$ cat src/rtl/adder_bist_if.sv
// rtl/adder_bist_if.sv - operand/result bus between the BIST engine and the adder under test
interface adder_bist_if #(
    parameter int WIDTH = 4
);
    logic [WIDTH-1:0] a_out;
    logic [WIDTH-1:0] b_out;
    logic             cin_out;
    logic [WIDTH-1:0] sum_in;
    logic             cout_in;

    modport master (output a_out, b_out, cin_out, input sum_in, cout_in);
    modport slave  (input a_out, b_out, cin_out, output sum_in, cout_in);
endinterface

$ cat src/rtl/adder_bist.sv
// rtl/adder_bist.sv - built-in self-test engine for a ripple-carry adder stage
module adder_bist #(
    parameter int          WIDTH     = 4,
    parameter int          SETTLE    = 2,
    parameter logic [15:0] LFSR_SEED = 16'hACE1
) (
    input  logic               clk,
    input  logic               rst,
    input  logic               start,
    input  logic               mode,
    input  logic [15:0]        rand_count,
    adder_bist_if.master       bus,
    output logic               busy,
    output logic               done,
    output logic               pass,
    output logic [15:0]        err_count,
    output logic [15:0]        vec_count,
    output logic [2*WIDTH:0]   first_fail,
    output logic [WIDTH:0]     first_got,
    output logic               first_fail_valid
);
    localparam int VW = 2 * WIDTH + 1;
    localparam int SW = (SETTLE > 1) ? $clog2(SETTLE) : 1;
    localparam logic [SW-1:0] SETTLE_LOAD = SW'(SETTLE - 1);
    localparam logic [VW-1:0] VEC_LAST    = '1;

    typedef enum logic [1:0] {IDLE, RUN, DONE} state_t;

    state_t          state, state_next;
    logic [VW-1:0]   vec;
    logic [15:0]     lfsr;
    logic [SW-1:0]   settle;
    logic            mode_r;
    logic [15:0]     target;

    logic            accept;
    logic            sample;
    logic [15:0]     lfsr_step;
    logic [WIDTH:0]  ideal;
    logic [WIDTH:0]  got;
    logic            mismatch;
    logic [15:0]     err_next;
    logic            last_vec;

    // V = {a, b, cin} with cin as the LSB
    assign bus.a_out   = vec[VW-1 -: WIDTH];
    assign bus.b_out   = vec[WIDTH:1];
    assign bus.cin_out = vec[0];

    assign lfsr_step = {lfsr[14:0], lfsr[15] ^ lfsr[13] ^ lfsr[12] ^ lfsr[10]};
    assign ideal     = {1'b0, bus.a_out} + {1'b0, bus.b_out} + {{WIDTH{1'b0}}, bus.cin_out};
    assign got       = {bus.cout_in, bus.sum_in};
    assign mismatch  = (got != ideal);
    assign err_next  = (mismatch && err_count != 16'hFFFF) ? err_count + 16'd1 : err_count;
    assign last_vec  = mode_r ? (vec_count + 16'd1 == target) : (vec == VEC_LAST);

    always_ff @(posedge clk or posedge rst) begin
        if (rst) state <= IDLE;
        else     state <= state_next;
    end

    always_comb begin
        state_next = state;
        accept     = 1'b0;
        sample     = 1'b0;
        case (state)
            IDLE, DONE: begin
                if (start) begin
                    accept     = 1'b1;
                    state_next = (mode && rand_count == 16'd0) ? DONE : RUN;
                end
            end
            RUN: begin
                if (settle == '0) begin
                    sample = 1'b1;
                    if (last_vec) state_next = DONE;
                end
            end
            default: state_next = IDLE;
        endcase
    end

    always_ff @(posedge clk or posedge rst) begin
        if (rst) begin
            vec              <= '0;
            lfsr             <= LFSR_SEED;
            settle           <= '0;
            mode_r           <= 1'b0;
            target           <= '0;
            busy             <= 1'b0;
            done             <= 1'b0;
            pass             <= 1'b0;
            err_count        <= '0;
            vec_count        <= '0;
            first_fail       <= '0;
            first_got        <= '0;
            first_fail_valid <= 1'b0;
        end else if (accept) begin
            err_count        <= '0;
            vec_count        <= '0;
            first_fail       <= '0;
            first_got        <= '0;
            first_fail_valid <= 1'b0;
            mode_r           <= mode;
            target           <= rand_count;
            settle           <= SETTLE_LOAD;
            lfsr             <= LFSR_SEED;
            vec              <= mode ? VW'(LFSR_SEED) : '0;
            // an empty random run completes without ever raising busy
            if (state_next == DONE) begin
                busy <= 1'b0;
                done <= 1'b1;
                pass <= 1'b1;
            end else begin
                busy <= 1'b1;
                done <= 1'b0;
                pass <= 1'b0;
            end
        end else if (state == RUN) begin
            if (!sample) begin
                settle <= settle - SW'(1);
            end else begin
                err_count <= err_next;
                vec_count <= vec_count + 16'd1;
                if (mismatch && !first_fail_valid) begin
                    first_fail       <= vec;
                    first_got        <= got;
                    first_fail_valid <= 1'b1;
                end
                if (last_vec) begin
                    busy <= 1'b0;
                    done <= 1'b1;
                    pass <= (err_next == 16'd0);
                end else begin
                    settle <= SETTLE_LOAD;
                    if (mode_r) begin
                        lfsr <= lfsr_step;
                        vec  <= VW'(lfsr_step);
                    end else begin
                        vec  <= vec + VW'(1);
                    end
                end
            end
        end
    end
endmodule

$ cat src/flat_wrapper.sv
// flat-port wrapper written by rule: the top's interface ports become plain ports
module adder_bist_flat 
#(
    parameter int          WIDTH     = 4,
    parameter int          SETTLE    = 2,
    parameter logic [15:0] LFSR_SEED = 16'hACE1
)
  (clk, rst, start, mode, rand_count, busy, done, pass, err_count, vec_count, first_fail, first_got, first_fail_valid, bus_a_out, bus_b_out, bus_cin_out, bus_sum_in, bus_cout_in);
  adder_bist_if #(.WIDTH(WIDTH)) bus_i ();
  input  logic clk;
  input  logic rst;
  input  logic start;
  input  logic mode;
  input  logic [15:0] rand_count;
  output logic busy;
  output logic done;
  output logic pass;
  output logic [15:0] err_count;
  output logic [15:0] vec_count;
  output logic [2*WIDTH:0] first_fail;
  output logic [WIDTH:0] first_got;
  output logic first_fail_valid;
  output wire logic [$bits(bus_i.a_out)-1:0] bus_a_out;
  output wire logic [$bits(bus_i.b_out)-1:0] bus_b_out;
  output wire logic [$bits(bus_i.cin_out)-1:0] bus_cin_out;
  input wire logic [$bits(bus_i.sum_in)-1:0] bus_sum_in;
  input wire logic [$bits(bus_i.cout_in)-1:0] bus_cout_in;
  assign bus_a_out = bus_i.a_out;
  assign bus_b_out = bus_i.b_out;
  assign bus_cin_out = bus_i.cin_out;
  assign bus_i.sum_in = bus_sum_in;
  assign bus_i.cout_in = bus_cout_in;
  adder_bist #(.WIDTH(WIDTH), .SETTLE(SETTLE), .LFSR_SEED(LFSR_SEED)) u_core (.clk(clk), .rst(rst), .start(start), .mode(mode), .rand_count(rand_count), .bus(bus_i), .busy(busy), .done(done), .pass(pass), .err_count(err_count), .vec_count(vec_count), .first_fail(first_fail), .first_got(first_got), .first_fail_valid(first_fail_valid));
endmodule
$ cat config.mk
export PLATFORM = sky130hd
export DESIGN_NAME = adder_bist_flat
export DESIGN_NICKNAME = d
export VERILOG_FILES = /design/src/rtl/adder_bist_if.sv /design/src/rtl/adder_bist.sv /design/src/flat_wrapper.sv
export SDC_FILE = /design/constraint.sdc
export NUM_CORES = 1
export LEC_CHECK = 0
export ABC_CLOCK_PERIOD_IN_PS = 5700
export BUFFER_PORTS_ARGS = -buffer_cell sky130_fd_sc_hd__buf_2
export CAP_MARGIN = 0
export CORE_UTILIZATION = 30
export CTS_CLUSTER_SIZE = 12
export DETAILED_ROUTE_END_ITERATION = 8
export GPL_TIMING_DRIVEN = 0
export PLACE_DENSITY = 0.47
export RECOVER_POWER = 25
export SETUP_SLACK_MARGIN = 0.3
export SYNTH_ARGS = -nofsm -noshare
export SYNTH_HDL_FRONTEND = slang
export SYNTH_SLANG_ARGS = --single-unit
$ cat constraint.sdc
create_clock -name clk -period 5.7 [get_ports clk]
set_input_delay 0.57 -clock clk [delete_from_list [all_inputs] [get_ports clk]]
set_output_delay 0.57 -clock clk [all_outputs]
set_load 0.05 [all_outputs]
; Yosys cells after proc, flatten, opt, wreduce, memory -nomap -nowiden
; Cells that the tools add are included.
[totals]
regBits = 95
input_bits = 25
output_inout_bits = 59
word_cells = 109
[classes]
add_sub_neg = 6
n_eq_ne = 9
mux = 58
bitwise_logic = 3
reduce_logical = 19
[op_table]
columns = cell, count
row1 = $mux 16, 12
row2 = $mux 9, 9
row3 = $add 16x1->16 const B, 2
row4 = $logic_not 16->1, 2
row5 = $mux 1, 27
row6 = $mux 5, 4
row7 = $eq 16x16->1, 1
row8 = $ne 16x16->1 const B, 1
row9 = $reduce_bool 2->1, 5
row10 = $add 9x1->9 const B, 1
row11 = $eq 9x9->1 const B, 1
row12 = $reduce_and 3->1, 3
row13 = $mux 2, 4
row14 = $mux 8, 1
row15 = $add 4x4->5, 1
row16 = $add 5x1->5, 1
row17 = $ne 5x5->1, 1
row18 = $eq 2x2->1 const B, 2
row19 = $pmux 2 s2, 1
row20 = $reduce_and 2->1, 2
row21 = $reduce_and 4->1, 1
row22 = $logic_and 1x1->1, 3
row23 = $ne 3x2->1 const B, 1
row24 = $xor 1x1->1, 3
row25 = other kinds (6), 6

; Longest topological paths before layout
; Gate-level depths: netlist (run 1).
[logic_depth]
ltp_word = 10
depth_mapped = 13
mapped_depth_nobuf = 12

; Worst setup path after synthesis (run 1)
; No wires, ideal clock.
[synth_path]
kind = flip-flop to flip-flop
from = register u_core.vec[0]
to = register u_core.pass
setup_ns = 0.076
arrival_time_ns = 3.903
required_time_ns = 5.624
setup_slack_ns = 1.721
stages_incl_launch_ff = 13
path_buffers = 0
cell_sequence = dfrtp_1 -> inv_1 -> fa_1 -> inv_1 -> fa_1 -> xnor2_1 -> nand2_1 -> or4_4 -> or2_4 -> or3_1 -> a2111oi_2 -> or4b_1 -> o21ai_1
[synth_via]
elab_chain_cells = 9
elab_cells_between_ends = 18
cone_classes = add/sub (1) / eq/ne (3) / mux (10) / reduce/logical (4)
[synth_lines]
columns = item, line
row1 = start: declaration, adder_bist.sv:30  ; logic [VW-1:0] vec;
row2 = start signal: assignment, adder_bist.sv:108  ; vec <= mode ? VW'(LFSR_SEED) : '0;
row3 = start signal: assignment, adder_bist.sv:138  ; vec <= VW'(lfsr_step);
row4 = start signal: assignment, adder_bist.sv:140  ; vec <= vec + VW'(1);
row5 = $add 5x1->5, adder_bist.sv:51  ; assign ideal = {1'b0, bus.a_out} + {1'b0, bus.b_out} + {{WIDTH{1'b0}}, bus.cin_out};
row6 = $ne 5x5->1, adder_bist.sv:53  ; assign mismatch = (got != ideal);
row7 = $logic_and 1x1->1, adder_bist.sv:54  ; assign err_next = (mismatch && err_count != 16'hFFFF) ? err_count + 16'd1 : err_count;
row8 = $mux 16, adder_bist.sv:54
row9 = $logic_not 16->1, adder_bist.sv:133  ; pass <= (err_next == 16'd0);
row10 = $mux 1, adder_bist.sv:130  ; if (last_vec) begin
row11 = $mux 1, adder_bist.sv:120  ; if (!sample) begin
row12 = $mux 1, adder_bist.sv:119  ; end else if (state == RUN) begin
row13 = $mux 1, adder_bist.sv:98  ; end else if (accept) begin
row14 = end signal: assignment, adder_bist.sv:133
row15 = end: declaration, adder_bist.sv:15  ; output logic pass,
; Several ways; a longest one is shown, not always the timed one. The select of a mux whose other input is x is not followed.
; A chain may end at the register's enable or synchronous reset.

; Worst setup path in the final report (run 1)
; Same ends and word-level chain as after synthesis.

==> summary.md, run 1 <==
| Metric | Value |
|---|---|
| Status | finished with violations |
| Violated checks | max-capacitance violations, max-slew violations |
| Port buffer count | 83 |
| CP arrival | 4.46 ns |
| HP Class | input pin to flop |
| Routed vias/inst | 5.307 |
| Final wirelength | between 15000 and 20000 um |
| Critical-path cell list | inv_1 > fa_1 > inv_1 > fa_1 > xnor2_1 > nand2_1 > or4_4 > or2_4 > o41ai_1 > o221ai_1 > or4b_1 > o21ai_1 |
| Prevailing post-synth register cell | dfrtp_1 |
| Post-DP HPWL | 12540 um |
| WP data required | 5.97 ns |
| Synth async-reset ratio | 100.0% |
| # hold bufs at CTS | 0 |
| Core Rows | 49 |
| Area grow syn2layout | 18.91% |
| Worst clock skew | ~0.0078 ns |
| Core area | 18150 um2 |
| Final Critical Period | around 4.2 ns |
| Synth Cell Area | approximately 5600 um2 |
| RSZ-0062 raised after global routing | no |
| Setup Buffers After CTS | 0 |
| Tcrit/Tclk final | about 73% |
| Total leakage power | 3.010 nW |
| TritonCTS Buffers | 9 |
| Hold Fails Final Rpt | 0 |
| Initial antenna violation count | 0 |
| Hold path depth | 3 |
| Kind of critical path | flop to flop |
| Layout fillers | 1899 |
| Worst Tran Pin Value | ~2.6 ns |
| Initial core utilization | approximately 31% |
| Clk sinks | 95 |
| Via count | 5158 |
| Total chip power | ~0.0035 W |
| Startpoint types | flop |
| Area of the multi-input gates | 2973 um2 |
| CP max stage cell | or4_4 |
| Pin count of the biggest net entering global routing | 57 |
| Post-synthesis sequential area ratio | 42.44% |
| CTS tree | done |
| DR pass1 iterations | 6 |
| Post-cts resize count | 0 |
| Critical path buffers and inverters | 2 |
| Fmax | roughly 240 MHz |
| Max-slew headroom | -72.65% |
| Ports | 84 |
| Endpoints failing setup | 0 |
| Root buf cell | clkbuf_16 |
| Synth cell types | 74 |
| Crit Path Max Fanout | 5 |
| CP endpoint kind | flop |
| Hold WS | about 0.43 ns |
| Reg2reg path depth | 12 |
| GR Overflow Total | 0 |
| H-tree depth | 3 |
| Routability cong. | between 0.8 and 0.9 |
| Final Max Slew Viols | about 100 |
| Final core utilization | a little under two fifths |
| # DRC | 0 |
| First-pass GRT wire length | approximately 27000 um |
| Nets@finish | between 700 and 800 |
| Synth warn | 0 |
| Gr usage total | between 10% and 20% |
| CTS max path bufs | 2 |
| Vias in the first global route | roughly 5000 |
| Synth Net Count | a little under 700 |
| Worst path max stage delay | between 0.5 and 0.6 ns |
| DRT iter0 DRCs | 426 |
| Cell Pwr Density | about 520 nW/um2 |
| Chip width | 138.9 um |
| # diodes | 0 |
| Mapped Avg Cell Area | between 8 and 9 um2 |
| Detail Route Antenna Nets | 0 |
| Synth Register Bits | 95 |
| Number of flops mapped to enable cells by yosys | 0 |
| Clock-pin slew on the worst setup and hold paths | 0.07 ns |
| FF+latch area | 2387 um2 |
| DIE AREA | 19300 um2 |
| Cells after Synth | 643 |
| Layout cell share with drive strength beyond 1 | between 20 and 25% |
| Routed WL per cell | ~18 um |
| # Max-Cap Violations | 2 |
| Clock Latency Late Sink | between 0.3 and 0.4 ns |
| Worst VDD drop | 0.2237 mV |
| Crit path depth | 12 |
| Total negative slack | 0 ns |
| CP delay by family, top | simple AND/OR/NAND/NOR gates |
| Die height | 138.9 um |
final cells by class:
class | count | share of cell area (%)
buffer | 38 | 2.955
tap | 229 | 4.284
clock inverter | 5 | 1.553
sequential | 95 | 35.69
timing repair buffer | 84 | 6.266
inverter | 18 | 1.029
multi-input combinational | 492 | 44.44
clock buffer | 11 | 3.779
routing by layer:
metal	wire length, um	vias up	GRT usage, %
li1	-	2470	-
met4	267	0	4.737
met5	0	-	0
met3	728	19	4.006
met2	8188	149	29.53
met1	8033	2520	24.57
Yosys cell counts, types with 5 or more instances:
cell      instances  area, um2
nand2_1         128      480.5
mux2i_1          17      170.2
nand3_1          20      100.1
o211ai_1          6      45.04
o21ai_0          56      280.3
dfstp_2           8      210.2
nor2_2            5      31.28
clkbuf_1         26      97.59
nor2_1           47      176.4
nor4_1            8      50.05
xor2_1           10      87.58
xnor2_1          20      175.2
ha_1              7      87.58
a21oi_1          17      85.08
o31ai_1          13      97.59
or3_1             5      31.28
a31oi_1          10      62.56
dfrtp_1          87       2177
inv_1            18      67.56
o41ai_1           6      52.55
mux2_2            7      78.83
nand2b_1          6      37.54
and3_1            7      43.79
and2_1            7      43.79
nor3_1            9      45.04
buf_2             5      25.02
nand4_1          11      68.82
kinds of logic (layout without fill, tap and decap cells):
| logic type | Yosys count | count (layout) | synth area share, % |
|---|---|---|---|
| AO/OA/AOI/OAI | 147 | 147 | 17.02 |
| adder cells (fa/ha/maj) | 9 | 9 | 2.269 |
| flip-flops | 95 | 95 | 42.44 |
| multiplexers | 24 | 24 | 4.426 |
| AND/OR/NAND/NOR | 281 | 281 | 24.18 |
| buffers and inverters | 56 | 156 | 4.715 |
| XOR/XNOR | 31 | 31 | 4.960 |
state kept, by name, summed over array words and instances (netlist names):
name                     count
u_core.lfsr                 16
u_core.err_count            16
u_core.settle                1
u_core.vec                   9
u_core.vec_count            16
u_core.first_got             5
u_core.mode_r                1
u_core.state                 2
u_core.target               16
u_core.first_fail_valid      1
u_core.pass                  1
u_core.done                  1
u_core.first_fail            9
u_core.busy                  1
worst register-to-register path: stages (launching register included):
cell and delay (ns):
dfrtp_1 0.46, inv_1 0.13, fa_1 0.45, inv_1 0.08
fa_1 0.43, xnor2_1 0.19, nand2_1 0.07, or4_4 0.59
or2_4 0.28, o41ai_1 0.45, o221ai_1 0.23, or4b_1 0.59
o21ai_1 0.15
cell usage in the layout (no fill, tap or decap), drive strengths merged, types with 10 or more instances in the layout:
cell type / synthesis / final
clkbuf: 29 / 41
a31oi: 10 / 10
a21oi: 17 / 17
xor2: 10 / 10
inv: 18 / 17
nand3: 21 / 21
nor4: 11 / 11
o31ai: 13 / 13
nand4: 12 / 12
nand2: 129 / 129
nor2: 52 / 52
buf: 9 / 92
mux2i: 17 / 17
dfrtp: 87 / 87
xnor2: 21 / 21
o21ai: 57 / 57
where the power goes:
group | internal [W] | total [W] | switching (W)
combinational | 0.000541 | 0.00164 | 0.00110
clock | 0.000453 | 0.000727 | 0.000274
sequential | 0.000894 | 0.00110 | 0.000203
path summary, 6_finish.rpt:
| check | from | to | slack, ns |
|---|---|---|---|
| min | rand_count[12] | u_core.target[12] | 0.43 |
| max in group asynchronous | rst | u_core.err_count[12] | 1.86 |
| min in group asynchronous | rst | u_core.lfsr[9] | 0.94 |
| max reg2reg | u_core.vec[0] | u_core.pass | 1.52 |
| min reg2reg | u_core.lfsr[14] | u_core.lfsr[15] | 0.49 |
| max | u_core.vec[0] | u_core.pass | 1.52 |
metrics by stage:
step | worst slack (ns) | instance area, um2 | std cells
after global routing | 0.9504 | 6689 | 972
final | 1.515 | 6689 | 972
after global placement | 1.342 | 6327 | 955
after CTS | 1.604 | 6706 | 972
after floorplan | 1.721 | 5625 | 643
after detailed placement | 1.649 | 6350 | 956
(Power assumes the default switching activity.)
==> run 2: changes to the inputs <==
--- a/config.mk
+++ b/config.mk
@@ -5,14 +5,14 @@
 export SDC_FILE = /design/constraint.sdc
 export NUM_CORES = 1
 export LEC_CHECK = 0
-export ABC_CLOCK_PERIOD_IN_PS = 5700
+export ABC_CLOCK_PERIOD_IN_PS = 3400
 export BUFFER_PORTS_ARGS = -buffer_cell sky130_fd_sc_hd__buf_2
 export CAP_MARGIN = 0
 export CORE_UTILIZATION = 30
 export CTS_CLUSTER_SIZE = 12
 export DETAILED_ROUTE_END_ITERATION = 8
 export GPL_TIMING_DRIVEN = 0
-export PLACE_DENSITY = 0.47
+export PLACE_DENSITY = 0.49
 export RECOVER_POWER = 25
 export SETUP_SLACK_MARGIN = 0.3
 export SYNTH_ARGS = -nofsm -noshare
==> constraint.sdc (replaced) <==
create_clock -name clk -period 3.4 [get_ports clk]
set_input_delay 0.34 -clock clk [delete_from_list [all_inputs] [get_ports clk]]
set_output_delay 0.34 -clock clk [all_outputs]
set_load 0.05 [all_outputs]
==> summary.md, run 2 (synthesis results as in run 1) <==
| Metric | Value |
|---|---|
| Initial antenna violation count | 0 |
| Detail Route Antenna Nets | 0 |
| Total negative slack | -0.1800 ns |
| Root buf cell | clkbuf_16 |
| Hold path depth | 3 |
| HP Class | input pin to flop |
| Vias in the first global route | about 5100 |
| Layout cell share with drive strength beyond 1 | 26.27% |
| # diodes | 0 |
| WP data required | 3.68 ns |
| Core area | around 18000 um2 |
| Final Max Slew Viols | 98 |
| Startpoint types | flop |
| Kind of critical path | flop to flop |
| Post-DP HPWL | 12270 um |
| Clock-pin slew on the worst setup and hold paths | about 0.070 ns |
| PnR worst setup slack | -0.1800 ns |
| Clk sinks | 95 |
| # Max-Cap Violations | 2 |
| Endpoints failing setup | 1 |
| Commonest non-fill, non-tap cell in the layout | nand2_1 |
| Commonest non-fill, non-tap cells in the layout | 127 x nand2_1, 88 x buf_2, 81 x dfrtp_1 |
| DIE AREA | 19300 um2 |
| Die height | around 140 um |
| Layout fillers | ~1900 |
| Routability cong. | 0.8835 |
| CP endpoint kind | flop |
| Total leakage power | roughly 3.1 nW |
| Met1 Use GR | 24.95% |
| # hold bufs at CTS | 0 |
| Port buffer count | 83 |
| CTS max path bufs | 2 |
| First-pass GRT wire length | between 20000 and 30000 um |
| Grt met3 use | under 10% |
| CTS tree | done |
| Tcrit/Tclk final | 105.3% |
| Pin count of the biggest net entering global routing | between 60 and 70 |
| # placed instances | around 960 |
| Initial core utilization | a little under a third |
| Reg2reg path depth | 12 |
| Violated checks | design-rule violations, max-capacitance violations, max-slew violations, negative setup slack |
| Worst clock skew | between 0.009 and 0.01 ns |
| Most crowded layer after global routing | met2 |
| DRT iter0 DRCs | between 300 and 400 |
| GR Overflow Total | 0 |
| Routed vias/inst | around 5.2 |
| Gr usage total | a little under a fifth |
| Final wirelength | about 17000 um |
| RSZ-0062 raised after global routing | yes |
| Met2 Resource Use GR | 29.35% |
| Final Critical Period | around 3.6 ns |
| DR pass1 iterations | 7 |
| TritonCTS Buffers | 9 |
| Nets@finish | 794 |
| Crit Path Max Fanout | 4 |
| Via count | 5194 |
| CP max stage cell | or4_4 |
| Chip width | ~140 um |
| Area of the multi-input gates | 3128 um2 |
| # DRC | 6 |
| CP arrival | around 3.9 ns |
| H-tree depth | 3 |
| Clock Latency Late Sink | 0.35 ns |
| Max-slew headroom | -9.108% |
| Worst Tran Pin Value | between 1.5 and 2 ns |
| Status | finished with violations |
| Worst VDD drop | around 0.43 mV |
| Cell Pwr Density | between 800 and 900 nW/um2 |
| Core Rows | around 50 |
| Routed WL per cell | between 15 and 20 um |
| Area grow syn2layout | 23.93% |
| Worst path max stage delay | between 0.4 and 0.5 ns |
| Fmax | 279.3 MHz |
| Total chip power | 0.005879 W |
| FF+latch area | roughly 2400 um2 |
| Ports | 84 |
| Layout Cells excl Fill | 994 |
| Hold Fails Final Rpt | 0 |
| Critical-path cell list | inv_2 > fa_2 > inv_2 > fa_2 > xnor2_2 > nand2_1 > or4_4 > or2_4 > or3_4 > a2111oi_4 > or4b_1 > o21ai_1 |
[run 2: worst max-delay path: cells and delay by family (launching register included)]
family	cells	cell delay [ns]
AOI/OAI and AO/OA	2	0.41
xor gates and xnor gates	1	0.16
adders and majority gates	2	0.83
buffers and inverters	2	0.11
DFF	1	0.38
and+or+nand+nor	5	1.59
[run 2: layout make-up]
cell class | instances | share of cell area [%]
Sequential cell | 95 | 34.35
Clock inverter | 3 | 0.2692
Timing Repair Buffer | 106 | 8.668
Tap cell | 229 | 4.110
Clock buffer | 13 | 3.589
Inverter | 18 | 0.9871
Buffer | 38 | 3.159
Multi-Input combinational cell | 492 | 44.87
[run 2: path summary, 6_finish.rpt]
kind	slack (ns)	startpoint	end
min in group asynchronous	0.37	rst	u_core.lfsr[4]
setup reg to reg	-0.18	u_core.vec[0]	u_core.pass
hold / removal	0.20	rand_count[12]	u_core.target[12]
setup / recovery	-0.18	u_core.vec[0]	u_core.pass
hold reg to reg	0.49	u_core.lfsr[14]	u_core.lfsr[15]
max in group asynchronous	0.79	rst	u_core.vec_count[7]
[run 2: where the power goes]
group / leakage (nW) / switching [W] / total (W) / internal [W]
clock: 0.134 / 0.000443 / 0.000960 / 0.000517
sequential: 1.21 / 0.000323 / 0.00183 / 0.00150
combinational: 1.80 / 0.00197 / 0.00309 / 0.00112
[run 2: through the flow]
step / hold WS (ns) / area, um2 / utilization, % / worst slack [ns]
after floorplan: 0.4454 / 5634 / - / -0.2370
after global placement: 0.4695 / 6336 / 34.91 / -1.009
after detailed placement: 0.4104 / 6366 / 35.08 / -0.4463
after CTS: 0.03523 / 6798 / 37.46 / -0.1721
after global routing: 0.2152 / 6972 / 38.42 / -0.2948
final: 0.1973 / 6972 / 38.42 / -0.1800
[run 2: what timing repair did]
action,4_1_cts,5_1_grt
endpoints found under the setup margin,49,51
buffers inserted,10,11
resized for setup,18,46
pin swaps,4,8
cloned,0,1
[run 2: routing by layer]
metal,up-vias,wire length [um]
met4,0,333
met1,2499,7950
met3,22,837
li1,2523,-
met2,150,8123
met5,-,0
